--- src/rtl/imm_pkg.sv ---
// Shared encodings for the immediate-generation stage: select codes,
// default datapath width and the skid-buffer state encoding.
package imm_pkg;

  localparam int IMM_XLEN_DEFAULT = 32;

  typedef enum logic [2:0] {
    IMM_I     = 3'b000,
    IMM_SHAMT = 3'b001,
    IMM_S     = 3'b010,
    IMM_B     = 3'b011,
    IMM_U     = 3'b100,
    IMM_J     = 3'b101,
    IMM_CSR   = 3'b110,
    IMM_RSVD  = 3'b111
  } imm_sel_e;

  typedef enum logic [1:0] {
    ST_EMPTY = 2'b00,
    ST_MAIN  = 2'b01,
    ST_FULL  = 2'b10
  } state_e;

endpackage

--- src/rtl/imm_decode.sv ---
// Combinational RISC-V immediate decoder: instr + select -> XLEN immediate.
// Define IMM_ZICSR_EN to decode select 110 as the CSR zimm field.
module imm_decode
  import imm_pkg::*;
#(
  parameter int XLEN = IMM_XLEN_DEFAULT
) (
  input  logic [31:0]     instr,
  input  logic [2:0]      imm_select,
  output logic [XLEN-1:0] imm,
  output logic            illegal
);

  // Opcode bits never feed an immediate.
  logic unused_opcode;
  assign unused_opcode = ^instr[6:0];

  // Sign fill first, then overwrite the low field; avoids zero-width
  // replications when XLEN equals the field span.
  always_comb begin
    imm     = '0;
    illegal = 1'b0;
    case (imm_select)
      IMM_I: begin
        imm       = {XLEN{instr[31]}};
        imm[11:0] = instr[31:20];
      end
      IMM_SHAMT: begin
        imm      = '0;
        imm[4:0] = instr[24:20];
        if (XLEN == 64) imm[5] = instr[25];
      end
      IMM_S: begin
        imm       = {XLEN{instr[31]}};
        imm[11:0] = {instr[31:25], instr[11:7]};
      end
      IMM_B: begin
        imm       = {XLEN{instr[31]}};
        imm[12:0] = {instr[31], instr[7], instr[30:25], instr[11:8], 1'b0};
      end
      IMM_U: begin
        imm       = {XLEN{instr[31]}};
        imm[31:0] = {instr[31:12], 12'b0};
      end
      IMM_J: begin
        imm       = {XLEN{instr[31]}};
        imm[20:0] = {instr[31], instr[19:12], instr[20], instr[30:21], 1'b0};
      end
`ifdef IMM_ZICSR_EN
      IMM_CSR: begin
        imm      = '0;
        imm[4:0] = instr[19:15];
      end
`endif
      default: begin
        imm     = '0;
        illegal = 1'b1;
      end
    endcase
  end

endmodule

--- src/rtl/imm_gen_stage.sv ---
// Pipelined immediate generator: decode in front of a 2-entry skid buffer
// with a registered in_ready. Optional CSR zimm decode via IMM_ZICSR_EN.
module imm_gen_stage
  import imm_pkg::*;
#(
  parameter int XLEN  = IMM_XLEN_DEFAULT,
  parameter int TAG_W = 5
) (
  input  logic             CLK,
  input  logic             RESET,
  input  logic             flush,
  input  logic             in_valid,
  output logic             in_ready,
  input  logic [31:0]      instr,
  input  logic [2:0]       imm_select,
  input  logic [TAG_W-1:0] in_tag,
  output logic             out_valid,
  input  logic             out_ready,
  output logic [XLEN-1:0]  out_imm,
  output logic [TAG_W-1:0] out_tag,
  output logic             out_illegal
);

  typedef struct packed {
    logic             illegal;
    logic [TAG_W-1:0] tag;
    logic [XLEN-1:0]  imm;
  } entry_t;

  state_e           state_q, state_d;
  entry_t           main_q, skid_q, dec_e;
  logic [XLEN-1:0]  dec_imm;
  logic             dec_ill;
  logic             accept, consume;
  logic             load_main, load_skid, main_from_skid;

  imm_decode #(.XLEN(XLEN)) u_dec (
    .instr      (instr),
    .imm_select (imm_select),
    .imm        (dec_imm),
    .illegal    (dec_ill)
  );

  assign dec_e   = '{illegal: dec_ill, tag: in_tag, imm: dec_imm};
  assign accept  = in_valid && in_ready;
  assign consume = out_valid && out_ready;

  assign out_valid   = (state_q != ST_EMPTY);
  assign out_imm     = main_q.imm;
  assign out_tag     = main_q.tag;
  assign out_illegal = main_q.illegal;

  // Next state and register-load steering; flush overrides all moves.
  always_comb begin
    state_d        = state_q;
    load_main      = 1'b0;
    load_skid      = 1'b0;
    main_from_skid = 1'b0;
    case (state_q)
      ST_EMPTY: begin
        if (accept) begin
          state_d   = ST_MAIN;
          load_main = 1'b1;
        end
      end
      ST_MAIN: begin
        case ({accept, consume})
          2'b10: begin
            state_d   = ST_FULL;
            load_skid = 1'b1;
          end
          2'b11: load_main = 1'b1;
          2'b01: state_d   = ST_EMPTY;
          default: ;
        endcase
      end
      ST_FULL: begin
        if (consume) begin
          state_d        = ST_MAIN;
          main_from_skid = 1'b1;
        end
      end
      default: state_d = ST_EMPTY;
    endcase
    if (flush) begin
      state_d        = ST_EMPTY;
      load_main      = 1'b0;
      load_skid      = 1'b0;
      main_from_skid = 1'b0;
    end
  end

  // State, data registers and registered ready; reset wins over flush.
  always_ff @(posedge CLK) begin
    if (RESET) begin
      state_q  <= ST_EMPTY;
      main_q   <= '0;
      skid_q   <= '0;
      in_ready <= 1'b1;
    end else begin
      state_q  <= state_d;
      in_ready <= (state_d != ST_FULL);
      if (load_main)           main_q <= dec_e;
      else if (main_from_skid) main_q <= skid_q;
      if (load_skid)           skid_q <= dec_e;
    end
  end

endmodule

--- config.mk ---
export PLATFORM = sky130hd
export DESIGN_NAME = imm_gen_stage
export DESIGN_NICKNAME = d
export VERILOG_FILES = /design/src/rtl/imm_pkg.sv /design/src/rtl/imm_decode.sv /design/src/rtl/imm_gen_stage.sv
export SDC_FILE = /design/constraint.sdc
export NUM_CORES = 1
export LEC_CHECK = 0
export ABC_AREA = 1
export CAP_MARGIN = 20
export CORE_MARGIN = 2
export CORE_UTILIZATION = 40
export DETAILED_ROUTE_END_ITERATION = 10
export GPL_TIMING_DRIVEN = 0
export PLACE_DENSITY = 0.77
export SLEW_MARGIN = 10
export SYNTH_ARGS = -nofsm -noshare
export SYNTH_HDL_FRONTEND = slang
export SYNTH_SLANG_ARGS = --single-unit
--- constraint.sdc ---
create_clock -name CLK -period 3.3 [get_ports CLK]
set_input_delay 0.33 -clock CLK [delete_from_list [all_inputs] [get_ports CLK]]
set_output_delay 0.33 -clock CLK [all_outputs]
set_load 0.005 [all_outputs]
# Yosys cells after proc, flatten, opt, wreduce, memory -nomap -nowiden
# Index checks and enable logic that the tools add are counted.
# classes
eq_ne	11
muxes	19
n_reduce_logical	7
# ops
cell	n
32-bit case mux with 6 select lines	1
38-bit 2-to-1 mux	2
1-bit 2-to-1 mux	10
2-bit equality test, second input constant	3
3-bit by 2-bit equality test with 1-bit output, second input constant	2
3-bit equality test, second input constant	2
2-bit 2-to-1 mux	3
2-bit case mux with 3 select lines	1
6-bit OR reduction	1
2-bit by 1-bit equality test with 1-bit output, second input constant	2
2-bit case mux with 2 select lines	1
2-bit nonzero test	2
3-bit by 1-bit equality test with 1-bit output, second input constant	1
3-bit zero test	1
1-bit logical AND	2
2-bit zero test	1
2-bit inequality test, second input constant	1
1-bit case mux with 2 select lines	1
# totals
ff_bits	79
inputBits	45
out_inout_bits	40
elab_cells	45

# Logic depth before layout (Yosys ltp)
# Gate-level depths: netlist of run 1.
# logic_depth
word_depth	7
depth_mapped	10
depth_no_buf	8

# By module
# A second synthesis of run 1 with hierarchy kept.
# hier_totals
hier_cells	726
area_unflattened_um2	4424.2
# modules_own_cells
module	instances	cells_per_inst	area_per_inst_um2	seq_area_each_um2
imm_gen_stage	1	635	3967.6	1581.5
imm_decode	1	91	456.7	0.0

# Worst setup path before layout of run 1
# OpenSTA, ideal clock, no wires.
# synth_timing
path_kind	input to register
startpoint	input port imm_select[1]
endpoint	register main_q, in the netlist out_imm[18]
setup_time_ns	0.110
arrival_time_ns	1.212
t_required_ns	3.190
path_slack_ns	1.978
stages	10
n_path_buf	2
cell_sequence	buf_4 inv_2 nand2_1 nand2_2 buf_6 nand2_1 nand3_1 nand3_1 nand2_1 inv_1
# synth_between
elab_chain_cells	3
elab_cells_between_ends	8
classes_between	eq/ne (5); mux (2); reduce/logical (1)
# synth_lines
item	line	text
start, declared	imm_gen_stage.sv:15	input logic [2:0] imm_select,
3-bit equality test (tied with other cells)	imm_decode.sv:23	case (imm_select)
32-bit case mux with 6 select lines *	imm_decode.sv:23	
38-bit 2-to-1 mux *	imm_gen_stage.sv:103	if (load_main) main_q <= dec_e;
end signal, assigned	imm_gen_stage.sv:104	else if (main_from_skid) main_q <= skid_q;
end, declared	imm_gen_stage.sv:31	entry_t main_q, skid_q, dec_e;
# Every way passes the cells marked *; elsewhere a longest branch is shown, timed or not.
# A chain may end at the register's enable or synchronous reset.

==> flow_summary.json, run 1 <==
{
  "power_frac_comb": 0.138,
  "drt_iter0_drc": 394,
  "holdBufCountCts": 0,
  "clk_pin_slew_ns": 0.08,
  "power_frac_seq": 0.484,
  "port_buffers": 75,
  "cts_htree_levels": 3,
  "hold_path.class": "in -> reg",
  "viasPerCell": 5.33,
  "clockBufferDepth": 2,
  "synth-seq-cells": 79,
  "arrival_ns": 2.01,
  "cts_setup_buffers": 0,
  "gp_congestion": 0.937,
  "start_kind": "input pin",
  "crit_chain": "clkdlybuf4s50_1 -> inv_1 -> clkbuf_1 -> buf_1 -> o21ai_0 -> nor2_1",
  "insertion_delay_ns": 0.35,
  "yosysWarningCount": 0,
  "p_int_mw": 1.55,
  "numCtsBuffers": 9,
  "num_rows": 35,
  "rsz0062_at_grt": "no",
  "firstDrtPassIters": 5,
  "ys_types": 21,
  "p_total_mw": 2.05,
  "dp_hpwl_um": 8200,
  "cap_violations": 0,
  "wirelength_um": 11200,
  "detail_route.wl_per_cell_um": 14.6,
  "crit_family": "buffers and inverters",
  "first_global_vias": 3868,
  "sw_frac_of_total": 0.247,
  "crit_type": "in -> reg",
  "antenna_found_initial": 0,
  "synthAdderAreaFrac": 0,
  "ys_seq_area_frac": 0.421,
  "most-common-layout-cells": "nand2_1 (131), nand3_1 (114), dfxtp_1 (79), clkdlybuf4s50_1 (75), nor2_1 (61)",
  "initial_core_util": 0.410,
  "syn_inst": 563,
  "power.leakage_nw": 2.23,
  "syn_nets": 608,
  "timing.critical_path.buf_inv": 4,
  "timing.final.crit_share": 0.522,
  "core_mm2": 0.00915,
  "fp.dieW_um": 101,
  "nets": 694,
  "synth_top_family_by_area": "simple AND/OR/NAND/NOR gates",
  "cts_tree": "yes",
  "critical_path.max_stage_delay_ns": 0.50,
  "run_status": "complete, no violations",
  "worst_setup_path_end_kind": "flop",
  "slew_viol_final": 0,
  "peakVddDrop_uv": 232,
  "drive_gt1_frac": 0.0812,
  "n_antenna_cell": 0,
  "slowest_stage": "clkdlybuf4s50_1",
  "period_needed_ns": 1.72,
  "grt_max_degree": 13,
  "hold_viol_final": 0,
  "final_common_cell": "nand2_1",
  "grt_pass1_wl_um": 18300,
  "cts_root_buf": "clkbuf_8",
  "die_y_um": 101,
  "antenna_left": 0,
  "muxShareOfSynthArea": 0,
  "cp.required_ns": 3.58,
  "grt_overflow": 0,
  "max_slew.worst_pin.slew_ns": 0.580,
  "fin_setup_tns_ns": 0,
  "setup_violations": 0,
  "dieArea_mm2": 0.0102,
  "synth_simple_gate_area_share": 0.371,
  "clock.fmax_ghz": 0.580,
  "cp_max_fo": 10,
  "drc": 0,
  "synth_xor_area_frac": 0,
  "power.density_mw_per_mm2": 423,
  "netlist_area_mm2": 0.00375,
  "clock_power_share": 0.378,
  "grt_usage": 0.227,
  "power.switching_mw": 0.506,
  "vias": 4073,
  "synth-compound-area-share": 0.107,
  "fin_util": 0.530,
  "syn2layout_area_growth_pct": 29.3,
  "avgSynthCellArea_um2": 6.66,
  "clock_skew_ns": 0.00831,
  "cts_resized": 0,
  "slew_headroom": 0.614,
  "cts_sinks": 79,
  "io_pins": 85
}
-- final cells by class --
type | instances | area, um^2
Timing Repair Buffer | 75 | 751
Tap cell | 111 | 139
Sequential cell | 79 | 1580
Clock inverter | 4 | 70.1
Multi-Input combinational cell | 400 | 1790
Clock buffer | 11 | 141
Inverter | 44 | 165
Fill cell | 848 | 4300
Buffer | 40 | 211
-- sequential cells by signal (all words and copies together), names as in the netlist --
| register | count |
|---|---|
| in_ready | 1 |
| out_illegal | 1 |
| out_imm | 32 |
| out_tag | 5 |
| skid_q | 38 |
| state_q | 2 |
-- stage by stage --
step / worst slack, ns / hold slack [ns] / std cells / instance area (um^2)
2_1_floorplan: 1.98 / 0.408 / 563 / 3750
3_3_place_gp: 1.31 / 0.439 / 749 / 4640
3_5_place_dp: 1.24 / 0.445 / 749 / 4640
4_1_cts: 1.58 / 0.427 / 764 / 4850
5_1_grt: 1.49 / 0.468 / 764 / 4850
6_report: 1.58 / 0.434 / 764 / 4850
-- path summary, 6_finish.rpt --
check / start / to / slack (ns) / cells past startpoint
max: RESET / skid_q[27] / 1.58 / 6
max reg2reg: in_ready / out_imm[13] / 1.72 / 8
min reg2reg: skid_q[34] / skid_q[34] / 0.46 / 2
min: imm_select[1] / skid_q[1] / 0.43 / 5
-- cells by family (layout without fill, tap and decap cells) --
logic type / Yosys count / count (layout)
and+or+nand+nor: 321 / 321
DFF: 79 / 79
buffers and inverters: 84 / 174
AOI/OAI and AO/OA: 79 / 79
-- worst reg2reg max path: cells and delay by family, from the launching register on --
family	cells	cell delay (ns)
simple gates	6	0.79
buf+inv	2	0.35
flops	1	0.35
-- power by group through the flow --
stage               Combinational (mW)  Clock, mW  Sequential [mW]
floorplan                        0.140          0             1.01
CTS                              0.279      0.783            0.993
global placement                 0.272          0             1.01
finish                           0.283      0.776            0.993
global route                     0.309      0.819            0.996
detailed placement               0.277          0             1.02
-- Yosys cell counts --
master	count	area share
nand3_1	114	0.15
nand4_1	4	0.0067
clkbuf_1	15	0.015
buf_4	5	0.010
nand3_2	1	0.0027
and2_1	1	0.0017
a211oi_1	1	0.0020
nor2_2	5	0.0083
dfxtp_1	79	0.42
nand2_4	1	0.0030
nand2_2	3	0.0050
buf_2	16	0.021
o21ai_0	38	0.051
nand2_1	131	0.13
nor2_1	61	0.061
buf_1	1	0.0010
a21boi_0	1	0.0020
a21oi_1	39	0.052
inv_1	39	0.039
buf_6	3	0.0090
inv_2	5	0.0050
-- metal layers --
layer  part of all wire  track usage  up-vias
li1                   -            -     1998
met1               0.43        0.291     1838
met2               0.47        0.364      211
met3              0.089       0.0479       26
met4              0.020        0.104        0
met5                  0            0        -
Power figures use the tool's default switching activity.
==> inputs of run 2 (changes only) <==
clock period = 1.7 ns   (was 3.3 ns; I/O delays follow)
==> flow_summary.json, run 2 (synthesized netlist as in run 1, its figures left out) <==
{
  "n_antenna_cell": 0,
  "viasPerCell": 5.29,
  "grt_pass1_wl_um": 18300,
  "largest_register_ffs": 38,
  "cp.required_ns": 1.97,
  "nets": 694,
  "numCtsBuffers": 9,
  "cts_tree": "yes",
  "clock_skew_ns": 0.00751,
  "dp_hpwl_um": 8200,
  "wirelength_um": 11300,
  "cp_max_fo": 10,
  "top_register": "skid_q",
  "drt_iter0_drc": 416,
  "r2r_slack_ns": 0.13,
  "insertion_delay_ns": 0.35,
  "power.density_mw_per_mm2": 821,
  "drc": 0,
  "port_buffers": 75,
  "initial_core_util": 0.410,
  "cts_htree_levels": 3,
  "instances_no_fill": 764,
  "period_needed_ns": 1.57,
  "holdBufCountCts": 0,
  "first_global_vias": 3868,
  "start_kind": "flop",
  "detail_route.wl_per_cell_um": 14.8,
  "peakVddDrop_uv": 450,
  "most-common-layout-cells": "nand2_1 (131), nand3_1 (113), dfxtp_1 (79), clkdlybuf4s50_1 (75), nor2_1 (61)",
  "max_slew.worst_pin.slew_ns": 0.578,
  "timing.final.crit_share": 0.926,
  "worst_setup_path_end_kind": "flop",
  "fp.dieW_um": 101,
  "cp_common_cell": "nand2_1",
  "clk_pin_slew_ns": 0.08,
  "dp.cells": 749,
  "run_status": "complete, no violations",
  "setup_violations": 0,
  "antenna_found_initial": 0,
  "slew_headroom": 0.615,
  "grt_overflow": 0,
  "gp_congestion": 0.937,
  "syn2layout_area_growth_pct": 29.5,
  "grt_usage": 0.227,
  "core_mm2": 0.00915,
  "crit_type": "reg -> reg",
  "vias": 4039,
  "rsz0062_at_grt": "no",
  "cts_root_buf": "clkbuf_8",
  "grt_max_degree": 13,
  "fillCellCount": 847,
  "clock.fmax_ghz": 0.635,
  "cts_sinks": 79,
  "slew_viol_final": 0,
  "hold_viol_final": 0,
  "die_y_um": 101,
  "antenna_left": 0,
  "hold_path.class": "in -> reg",
  "critical_path.max_stage_delay_ns": 0.40,
  "crit_chain": "nand3_1 -> nor2_2 -> buf_2 -> nand2_1 -> nand2_1 -> nand2_1 -> a21oi_1",
  "firstDrtPassIters": 5,
  "dieArea_mm2": 0.0102,
  "fin_setup_tns_ns": 0,
  "slowest_stage": "dfxtp_1",
  "num_rows": 35,
  "cap_violations": 0,
  "drive_gt1_frac": 0.0858,
  "clockBufferDepth": 2,
  "final_common_cell": "nand2_1",
  "power.leakage_nw": 2.24,
  "fin_util": 0.531,
  "io_pins": 85,
  "arrival_ns": 1.85
}
==> run 2: changes by cell type in the layout (fill, tap and decap cells not counted) <==
cell / before / now
clkbuf_2: 0 / 2
nand3_1: 114 / 113
clkbuf_1: 16 / 14
nand3_2: 1 / 2
==> run 2: power by group <==
group          internal [mW]  switching (mW)  total [mW]
combinational          0.246           0.305       0.551
clock                  0.855           0.655        1.51
sequential              1.90          0.0279        1.93
total                   3.00           0.988        3.99
==> run 2: final cells by class <==
class | instances | area, um^2 | area share
buffer | 40 | 214 | 0.0440
clock buffer | 11 | 141 | 0.0291
clock inverter | 4 | 70.1 | 0.0144
inverter | 44 | 165 | 0.0340
multi-input combinational | 400 | 1800 | 0.370
sequential | 79 | 1580 | 0.325
tap | 111 | 139 | 0.0286
timing repair buffer | 75 | 751 | 0.154
==> run 2: final timing paths <==
| kind | startpoint | endpoint | depth (start not counted) |
|---|---|---|---|
| worst max-delay path | state_q[1] | out_imm[30] | 7 |
| worst max register to register | state_q[1] | out_imm[30] | 7 |
| worst min register to register | skid_q[35] | skid_q[35] | 2 |
| worst min-delay path | imm_select[1] | skid_q[3] | 5 |
==> run 2: layer usage <==
metal | GRT usage | wire, um | share of wire | vias to the layer above
met1 | 0.291 | 4830 | 0.43 | 1836
met2 | 0.364 | 5200 | 0.46 | 180
met5 | 0 | 0 | 0 | -
met4 | 0.104 | 214 | 0.019 | 0
li1 | - | - | - | 1998
met3 | 0.0479 | 1020 | 0.091 | 25
==> run 2: critical path: cells and delay by family (launching register included) <==
kind / cells / cell delay (ns)
simple gates: 5 / 0.65
compound gates: 1 / 0.15
buf+inv: 1 / 0.31
flops: 1 / 0.40
==> run 2: per-stage QoR <==
stage	power (mW)	hold WS, ns	worst slack (ns)	cell area, um^2
2_1_floorplan	2.24	0.248	0.424	3750
3_3_place_gp	2.50	0.439	-0.127	4640
3_5_place_dp	2.51	0.445	-0.205	4640
4_1_cts	3.99	0.267	0.138	4850
5_1_grt	4.12	0.308	0.0214	4860
6_report	3.99	0.271	0.126	4860
==> run 2: repair_timing <==
action	in CTS	in global routing
resized for setup	0	5
endpoints found under the setup margin	0	4
setup buffers	0	0
